<file path="config.mk">
export PLATFORM = sky130hd
export DESIGN_NAME = joy_serial_multi
export DESIGN_NICKNAME = d
export VERILOG_FILES = /design/src/rtl/joy_serial_multi.sv
export SDC_FILE = /design/constraint.sdc
export NUM_CORES = 1
export LEC_CHECK = 0
export ABC_AREA = 1
export ABC_CLOCK_PERIOD_IN_PS = 2600
export BUFFER_PORTS_ARGS = -buffer_cell sky130_fd_sc_hd__buf_2
export CORE_MARGIN = 2
export CORE_UTILIZATION = 30
export DETAILED_ROUTE_END_ITERATION = 8
export PLACE_DENSITY = 0.53
export SLEW_MARGIN = 20
export SYNTH_ARGS = -nofsm -noshare
export SYNTH_HDL_FRONTEND = slang
export SYNTH_SLANG_ARGS = --single-unit
</file>
<file path="constraint.sdc">
create_clock -name clk -period 2.6 [get_ports clk]
set_input_delay 0.26 -clock clk [delete_from_list [all_inputs] [get_ports clk]]
set_output_delay 0.26 -clock clk [all_outputs]
set_load 0.05 [all_outputs]
</file>
<file path="src/rtl/joy_serial_multi.sv">
// ---------------------------------------------------------------------------
// joy_serial_multi
//   Serial joystick chain reader for PLAYERS pads of BITS buttons each.
//   It drives a parallel-load shift-register chain and shifts in TOTAL bits
//   per frame. Each frame is debounced across DEBOUNCE identical frames. The
//   result is polarity-corrected so that pressed = 1, and frame_valid pulses
//   whenever joystick is written.
//
// Ports
//   clk          in   system clock
//   reset        in   synchronous, active-high reset
//   enable       in   1 = scan the chain; 0 = idle lines, clear outputs
//   joy_clk      out  shift clock to the chain (idles high)
//   joy_load     out  parallel-load strobe, active low (idles high)
//   joy_data     in   serial data from the chain (asynchronous)
//   joystick     out  debounced buttons; player p at [p*BITS +: BITS]
//   frame_valid  out  1-clk pulse when joystick is (re)written
// ---------------------------------------------------------------------------
module joy_serial_multi #(
  parameter int CLK_DIV    = 24,
  parameter int PLAYERS    = 2,
  parameter int BITS       = 12,
  parameter int DEBOUNCE   = 2,
  parameter int GAP_TICKS  = 8,
  parameter int ACTIVE_LOW = 1
) (
  input  logic                    clk,
  input  logic                    reset,
  input  logic                    enable,
  output logic                    joy_clk,
  output logic                    joy_load,
  input  logic                    joy_data,
  output logic [PLAYERS*BITS-1:0] joystick,
  output logic                    frame_valid
);

  localparam int TOTAL = PLAYERS * BITS;
  localparam int DW    = (CLK_DIV > 1) ? $clog2(CLK_DIV) : 1;
  localparam int BW    = (TOTAL > 1) ? $clog2(TOTAL) : 1;
  localparam int GW    = $clog2(GAP_TICKS + 1);
  localparam int SW    = (DEBOUNCE > 1) ? $clog2(DEBOUNCE) : 1;

  typedef enum logic [2:0] {IDLE, LOAD, SHIFT, LATCH, GAP} state_t;

  // Tick divider: runs only while enabled, restarts from zero on enable rise.
  logic [DW-1:0] div_reg;
  logic          tick;

  assign tick = enable && (div_reg == DW'(CLK_DIV - 1));

  always_ff @(posedge clk) begin
    if (reset || !enable || tick) div_reg <= '0;
    else                          div_reg <= div_reg + DW'(1);
  end

  // Two-flop synchroniser on the asynchronous chain input.
  logic [1:0] sync_reg;

  always_ff @(posedge clk) begin
    if (reset) sync_reg <= 2'b11;
    else       sync_reg <= {sync_reg[0], joy_data};
  end

  state_t            state_reg, state_next;
  logic              joy_clk_reg, joy_clk_next;
  logic              joy_load_reg, joy_load_next;
  logic [BW-1:0]     bit_reg, bit_next;
  logic [GW-1:0]     cnt_reg, cnt_next;      // LOAD and GAP tick counter
  logic [TOTAL-1:0]  raw_reg, raw_next;
  logic [TOTAL-1:0]  prev_reg, prev_next;
  logic              prev_ok_reg, prev_ok_next; // prev holds a real frame
  logic [SW-1:0]     stable_reg, stable_next;
  logic [TOTAL-1:0]  joy_reg, joy_next;
  logic              fv_reg, fv_next;
  logic [TOTAL-1:0]  cur;

  assign cur = (ACTIVE_LOW != 0) ? ~raw_reg : raw_reg;

  always_comb begin
    state_next    = state_reg;
    joy_clk_next  = joy_clk_reg;
    joy_load_next = joy_load_reg;
    bit_next      = bit_reg;
    cnt_next      = cnt_reg;
    raw_next      = raw_reg;
    prev_next     = prev_reg;
    prev_ok_next  = prev_ok_reg;
    stable_next   = stable_reg;
    joy_next      = joy_reg;
    fv_next       = 1'b0;
    if (tick) begin
      case (state_reg)
        IDLE: begin
          state_next    = LOAD;
          joy_load_next = 1'b0;
          cnt_next      = '0;
        end
        LOAD: begin
          if (cnt_reg == GW'(1)) begin
            state_next    = SHIFT;
            joy_load_next = 1'b1;
            bit_next      = '0;
          end else begin
            cnt_next = cnt_reg + GW'(1);
          end
        end
        SHIFT: begin
          // joy_clk high means the next tick is the falling half of a bit.
          if (joy_clk_reg) begin
            joy_clk_next = 1'b0;
          end else begin
            raw_next[bit_reg] = sync_reg[1];
            joy_clk_next      = 1'b1;
            if (bit_reg == BW'(TOTAL - 1)) state_next = LATCH;
            else                           bit_next   = bit_reg + BW'(1);
          end
        end
        LATCH: begin
          if (!prev_ok_reg || (cur != prev_reg))     stable_next = '0;
          else if (stable_reg == SW'(DEBOUNCE - 1))  stable_next = stable_reg;
          else                                       stable_next = stable_reg + SW'(1);
          prev_next    = cur;
          prev_ok_next = 1'b1;
          if (stable_next == SW'(DEBOUNCE - 1)) begin
            joy_next = cur;
            fv_next  = 1'b1;
          end
          state_next = GAP;
          cnt_next   = '0;
        end
        GAP: begin
          if (cnt_reg == GW'(GAP_TICKS - 1)) begin
            state_next    = LOAD;
            joy_load_next = 1'b0;
            cnt_next      = '0;
          end else begin
            cnt_next = cnt_reg + GW'(1);
          end
        end
        default: state_next = IDLE;
      endcase
    end
  end

  // Dropping enable behaves like reset: the partial frame and the debounce
  // history are discarded so the next frame starts from a clean slate.
  always_ff @(posedge clk) begin
    if (reset || !enable) begin
      state_reg    <= IDLE;
      joy_clk_reg  <= 1'b1;
      joy_load_reg <= 1'b1;
      bit_reg      <= '0;
      cnt_reg      <= '0;
      raw_reg      <= '0;
      prev_reg     <= '0;
      prev_ok_reg  <= 1'b0;
      stable_reg   <= '0;
      joy_reg      <= '0;
      fv_reg       <= 1'b0;
    end else begin
      state_reg    <= state_next;
      joy_clk_reg  <= joy_clk_next;
      joy_load_reg <= joy_load_next;
      bit_reg      <= bit_next;
      cnt_reg      <= cnt_next;
      raw_reg      <= raw_next;
      prev_reg     <= prev_next;
      prev_ok_reg  <= prev_ok_next;
      stable_reg   <= stable_next;
      joy_reg      <= joy_next;
      fv_reg       <= fv_next;
    end
  end

  assign joy_clk     = joy_clk_reg;
  assign joy_load    = joy_load_reg;
  assign joystick    = joy_reg;
  assign frame_valid = fv_reg;

endmodule

</file>
==> results.toml, run 1 <==
[detailed_routing]
wl_per_cell_um = 11.99
vias = 3987
drc_errors = 0
drt-total-wl_um = 10700
ant_nets = 0
viasPerCell = 4.470
drtIter0Drc = 207
first_pass_iters = 4

[synthesis]
syn-mean-instance-area_um2 = 6.765
synth_area_um2 = 4593
yosysWarningCount = 0
synthTopCellsByArea = "dfxtp_1 41%, nor2_1 12%, nand2_1 10%"
ys_types = 30
yosysMostFrequentCell = "nor2_1"
synthFlopType = "dfxtp_1"
ys_ff_latch = 95
async_flop_share = 0
postSynthCellCount = 679
synth_common_cells = "146 x nor2_1, 128 x nand2_1, 95 x dfxtp_1"
seq_area_frac_synth = 0.4141
synth_edf_count = 0
synth_top_area_cell = "dfxtp_1"
synth_top_area_frac = 0.4141
syn_nets = 690

[cts]
holdBufCountCts = 0
h-tree-depth = 3
clkLatencyLatePin_ns = 0.36
cts_tree = "yes"
cts_buffer_depth = 2
cts_setup_buffers = 0
cts_resized = 0
clock-sinks = 95
path_clk_slew_ns = 0.07
clock-root-buffer = "clkbuf_16"
numCtsBuffers = 9

[timing]
finalCritPeriodShare = 0.7448
slew_viol_final = 0
final-hold-violation-count = 0
relSlewSlack = 0.3830
fin_setup_tns_ns = 0
min_period_ns = 1.936
rsz0062_at_grt = "false"
setup_viol_count_final = 0
finalClockSkew_ns = 0.008652
setup_ws_ns = 0.6636
fmax_mhz = 516.4
worst-slew-pin-transition_ns = 0.9242

[critical_path]
worstPathRequired_ns = 2.90
rrSetupSlack_ns = 0.66
end_kind = "flip-flop"
cp_data_arrival_time_ns = 2.24
cp_max_fo = 24
critPathLaunchType = "flip-flop"
worstSetupPathType = "flip-flop to flip-flop"

[placement]
dp_slack_ns = 0.6299
numPlacedInstances = 876
gp_congestion = 0.7960
io_buffers = 30
dp_hpwl_um = 7414

[power_and_ir_drop]
vdd_drop_max_mv = 0.3018
leakage_nw = 1.950
p_per_area_nw_per_um2 = 535.8

[run]
max-cap-violations = 0

[grt]
overflow = 0
grt_max_degree = 71
grt_pass1_vias = 3798
track_usage = 0.1434
grt_pass1_wl_um = 18470
antenna_found_initial = 0

[cells_and_area]
fin_nets = 710
synthToLayoutAreaGrowth_pct = 11.96
fillers = 1659
drive_above_1_share = 0.1207
n_antenna_cell = 0
instances_no_fill = 892

[floorplanning]
start_util = 0.3044
die-area_um2 = 16320
ios = 31
die_w_um = 127.7
fp.dieH_um = 127.7
rows = 45
core_area_um2 = 15090

[worst_hold_path]
hp-class = "primary input to flip-flop"

[outcome]
status = "complete, no violations"
-- routing by layer --
metal  up-vias  part of all wire  GRT usage
li1       2187                 -          -
met1      1746              0.52     0.1870
met2        46              0.44     0.2259
met3         8             0.031    0.04466
met4         0             0.013    0.04783
met5         -                 0          0
-- critical path, stage by stage (launching register included) --
cell     delay [ns]
dfxtp_1        0.45
inv_1          0.08
nand2_1        0.07
nand2_1        0.04
nor2_1         0.07
nand2_1        0.06
nor2_1         0.26
nand2_2        0.13
nor2_4         0.51
nor2_1         0.09
nor2_1         0.11
-- final timing paths --
check	startpoint	endpoint	cells past startpoint
setup / recovery	raw_reg[10]	joystick[9]	10
hold / removal	joy_data	sync_reg[0]	2
hold reg to reg	sync_reg[0]	sync_reg[1]	1
setup reg to reg	raw_reg[10]	joystick[9]	10
-- through the flow --
stage	util	cell area, µm²	hold WS (ns)	power (mW)
finish	0.3408	5142	0.08407	2.755
global route	0.3408	5142	0.07643	2.864
CTS	0.3408	5142	0.06995	2.811
detailed placement	0.3226	4868	0.4120	1.549
global placement	0.3226	4868	0.4194	1.549
floorplan	-	4593	0.3638	1.531
-- final cells by class --
type                       count  area, µm²  share of cell area
clock buffer                  10      229.0             0.04453
clock inverter                 6      45.04            0.008759
inverter                      73      276.5             0.05377
multi-input combinational    484       2247              0.4370
sequential                    95       1902              0.3698
tap                          188      235.2             0.04574
timing repair buffer          36      207.7             0.04039
-- where the power goes --
part           internal (mW)  switching (mW)  total (mW)
Clock                  0.652           0.589        1.24
Combinational         0.0166          0.0347      0.0513
Sequential              1.46         0.00570        1.46
-- cell usage in the layout (no fill, tap or decap) --
| cell | count |
|---|---|
| inv_1 | 59 |
| a21oi_1 | 36 |
| clkinv_1 | 1 |
| clkinv_4 | 1 |
| clkbuf_16 | 9 |
| or2_0 | 1 |
| buf_12 | 1 |
| nand3b_1 | 2 |
| nor2_4 | 4 |
| nor2_2 | 1 |
| clkinvlp_4 | 3 |
| nand4_1 | 4 |
| inv_4 | 1 |
| clkinv_2 | 1 |
| inv_6 | 1 |
| or2_2 | 2 |
| nor2_1 | 146 |
| a21oi_2 | 2 |
| nor3_1 | 27 |
| nand3_2 | 3 |
| nand2_2 | 8 |
| o21ai_1 | 11 |
| clkbuf_1 | 1 |
| dfxtp_1 | 95 |
| nand3_1 | 39 |
| inv_2 | 12 |
| nand3_4 | 1 |
| buf_2 | 30 |
| xnor2_1 | 2 |
| buf_4 | 5 |
| nand2_1 | 128 |
| xor2_1 | 6 |
| o21ai_0 | 54 |
| ha_1 | 7 |
-- logic make-up (layout without fill, tap and decap cells) --
| group | Yosys count | in the layout | synth area share |
|---|---|---|---|
| buf+inv | 100 | 125 | 0.09670 |
| xor+xnor | 8 | 8 | 0.01526 |
| fa+ha+maj | 7 | 7 | 0.01907 |
| simple gates | 366 | 366 | 0.3411 |
| compound gates | 103 | 103 | 0.1139 |
| flops | 95 | 95 | 0.4141 |
No activity file was read; power rests on OpenSTA's default activity.
==> run 2, diff against run 1 <==
--- a/config.mk
+++ b/config.mk
@@ -5,13 +5,13 @@
 export SDC_FILE = /design/constraint.sdc
 export NUM_CORES = 1
 export LEC_CHECK = 0
-export ABC_AREA = 1
-export ABC_CLOCK_PERIOD_IN_PS = 2600
+export ABC_AREA = 0
+export ABC_CLOCK_PERIOD_IN_PS = 1550
 export BUFFER_PORTS_ARGS = -buffer_cell sky130_fd_sc_hd__buf_2
 export CORE_MARGIN = 2
 export CORE_UTILIZATION = 30
 export DETAILED_ROUTE_END_ITERATION = 8
-export PLACE_DENSITY = 0.53
+export PLACE_DENSITY = 0.55
 export SLEW_MARGIN = 20
 export SYNTH_ARGS = -nofsm -noshare
 export SYNTH_HDL_FRONTEND = slang
==> constraint.sdc (replaced) <==
create_clock -name clk -period 1.55 [get_ports clk]
set_input_delay 0.155 -clock clk [delete_from_list [all_inputs] [get_ports clk]]
set_output_delay 0.155 -clock clk [all_outputs]
set_load 0.05 [all_outputs]
==> run 2 against run 1 <==
- the flow now finishes with violations (negative setup slack)
- maximum frequency increased by 6.9%
- first-iteration DRC count increased by 5.8%
- core utilization increased by 12 points
- via count decreased by 8.7%
- critical endpoint is now bit_reg[2]
- largest cell class unchanged
==> results.toml, run 2 <==
[floorplanning]
start_util = 0.3040
core_area_um2 = 13720
die-area_um2 = 14860
rows = 43
fp.dieH_um = 121.9
ios = 31
die_w_um = 121.9

[cells_and_area]
fin_nets = 574
final_common_cell = "dfxtp_1"
synthToLayoutAreaGrowth_pct = 51.52
instances_no_fill = 748
n_antenna_cell = 0
final_cell_mix = "76 x dfxtp_1, 69 x buf_4, 41 x nor2_1, 30 x nand2_1, 30 x buf_2"
drive_above_1_share = 0.4507

[placement]
gp_congestion = 0.8411
numPlacedInstances = 708
dp_slack_ns = -0.2457
dp_hpwl_um = 6924
io_buffers = 30

[synthesis]
synth_top_area_frac = 0.4560
synth_common_cells = "95 x dfxtp_1, 51 x nand3_1, 43 x nor2_1"
yosysMostFrequentCell = "dfxtp_1"
postSynthCellCount = 457
syn-mean-instance-area_um2 = 9.125
synth_area_um2 = 4170
ys_ff_latch = 95
synth_edf_count = 0
seq_area_frac_synth = 0.4560
async_flop_share = 0
yosysWarningCount = 0
syn_nets = 468
synth_top_area_cell = "dfxtp_1"
synthFlopType = "dfxtp_1"
ys_types = 48
synthTopCellsByArea = "dfxtp_1 46%, mux2i_1 6.2%, nand3_1 6.1%"

[outcome]
violations = "negative setup slack"
status = "finished, violations left"

[critical_path]
cp_data_arrival_time_ns = 2.05
worstPathRequired_ns = 1.78
end_kind = "flip-flop"
cp_max_fo = 6
rrSetupSlack_ns = -0.26
critPathLaunchType = "flip-flop"
worstSetupPathType = "flip-flop to flip-flop"

[grt]
grt_pass1_wl_um = 18470
grt_max_degree = 44
track_usage = 0.1618
grt_pass1_vias = 3615
antenna_found_initial = 0
overflow = 0

[timing]
rsz0062_at_grt = "true"
setup_ws_ns = -0.2617
worst-slew-pin-transition_ns = 0.4565
relSlewSlack = 0.6950
slew_viol_final = 0
min_period_ns = 1.812
finalClockSkew_ns = 0.009680
final-hold-violation-count = 0
finalCritPeriodShare = 1.169
setup_viol_count_final = 76
fmax_mhz = 552.0

[cts]
numCtsBuffers = 9
cts_tree = "yes"
h-tree-depth = 3
clkLatencyLatePin_ns = 0.35
clock-sinks = 95
path_clk_slew_ns = 0.06
clock-root-buffer = "clkbuf_16"
cts_buffer_depth = 2

[detailed_routing]
wl_per_cell_um = 15.26
drc_errors = 0
ant_nets = 0
drtIter0Drc = 219
viasPerCell = 4.866
drt-total-wl_um = 11410
first_pass_iters = 4
vias = 3640

[power_and_ir_drop]
leakage_nw = 2.516
vdd_drop_max_mv = 0.4942
p_per_area_nw_per_um2 = 757.3

[worst_hold_path]
hp-class = "primary input to flip-flop"

[run]
max-cap-violations = 0
-- run 2: cell count changes after synthesis, moves of 24 or more --
cell and delta:
nor2_1 -103, nand2_1 -95, inv_1 -56, o21ai_0 -52, a21oi_1 -29, mux2i_1 +26, nand2b_1 +25, a211oi_1 +24
-- run 2: routing by layer --
metal / global-route usage / up-vias / part of all wire
li1: - / 1813 / -
met1: 0.2031 / 1774 / 0.45
met2: 0.2734 / 36 / 0.50
met3: 0.03184 / 17 / 0.024
met4: 0.06322 / 0 / 0.018
met5: 0 / - / 0
-- run 2: cell families after synthesis --
family / after synthesis / synth area share
AND/OR/NAND/NOR: 199 / 0.2577
adder cells (fa/ha/maj): 7 / 0.02100
buffers and inverters: 33 / 0.03360
flip-flops: 95 / 0.4560
XOR/XNOR: 31 / 0.06511
AO/OA/AOI/OAI: 66 / 0.1041
multiplexers: 26 / 0.06241
-- run 2: power breakdown --
part	switching (mW)	internal (mW)
Clock	0.947	1.26
Sequential	0.00330	2.44
Combinational	0.0898	0.0381
-- run 2: cell type report --
type                       instances  area [µm²]
multi-input combinational        329        2740
tap                              180       225.2
sequential                        95        1926
clock buffer                      12       236.5
clock inverter                     4       55.05
timing repair buffer             124        1121
inverter                           4       15.01
fill                            1279        7401
-- run 2: critical path: stages, from the launching register on --
cell and delay (ns):
dfxtp_2 0.32, inv_2 0.06, ha_4 0.10, or3b_4 0.39, a211oi_4 0.29, buf_6 0.18
nand4_1 0.12, xor2_1 0.17, nor2_1 0.07
-- run 2: what timing repair did --
| item | in CTS | in global routing |
|---|---|---|
| gates cloned | 7 | 0 |
| setup endpoints to repair | 78 | 86 |
| hold buffers | 1 | 0 |
| resized for setup | 73 | 51 |
| buffers inserted | 8 | 11 |
| pin swaps | 32 | 33 |
| hold endpoints to repair | 1 | 0 |
-- run 2: final timing paths --
check / from / to / cells past startpoint
worst min-delay path: reset / sync_reg[1] / 2
worst min register to register: sync_reg[0] / sync_reg[1] / 1
worst max-delay path: cnt_reg[1] / bit_reg[2] / 8
worst max register to register: cnt_reg[1] / bit_reg[2] / 8
-- run 2: stage by stage --
step                  util  hold WS [ns]  TNS [ns]  area, µm²  power, mW
floorplan                -        0.2588    -5.995       4362      2.575
global placement    0.3771        0.3401    -6.341       5174      2.621
detailed placement  0.3771        0.3498    -8.067       5174      2.622
CTS                 0.4420       0.06390    -7.596       6063      4.828
global route        0.4606       0.07869    -13.19       6319      4.950
finish              0.4606       0.06860    -7.738       6319      4.785
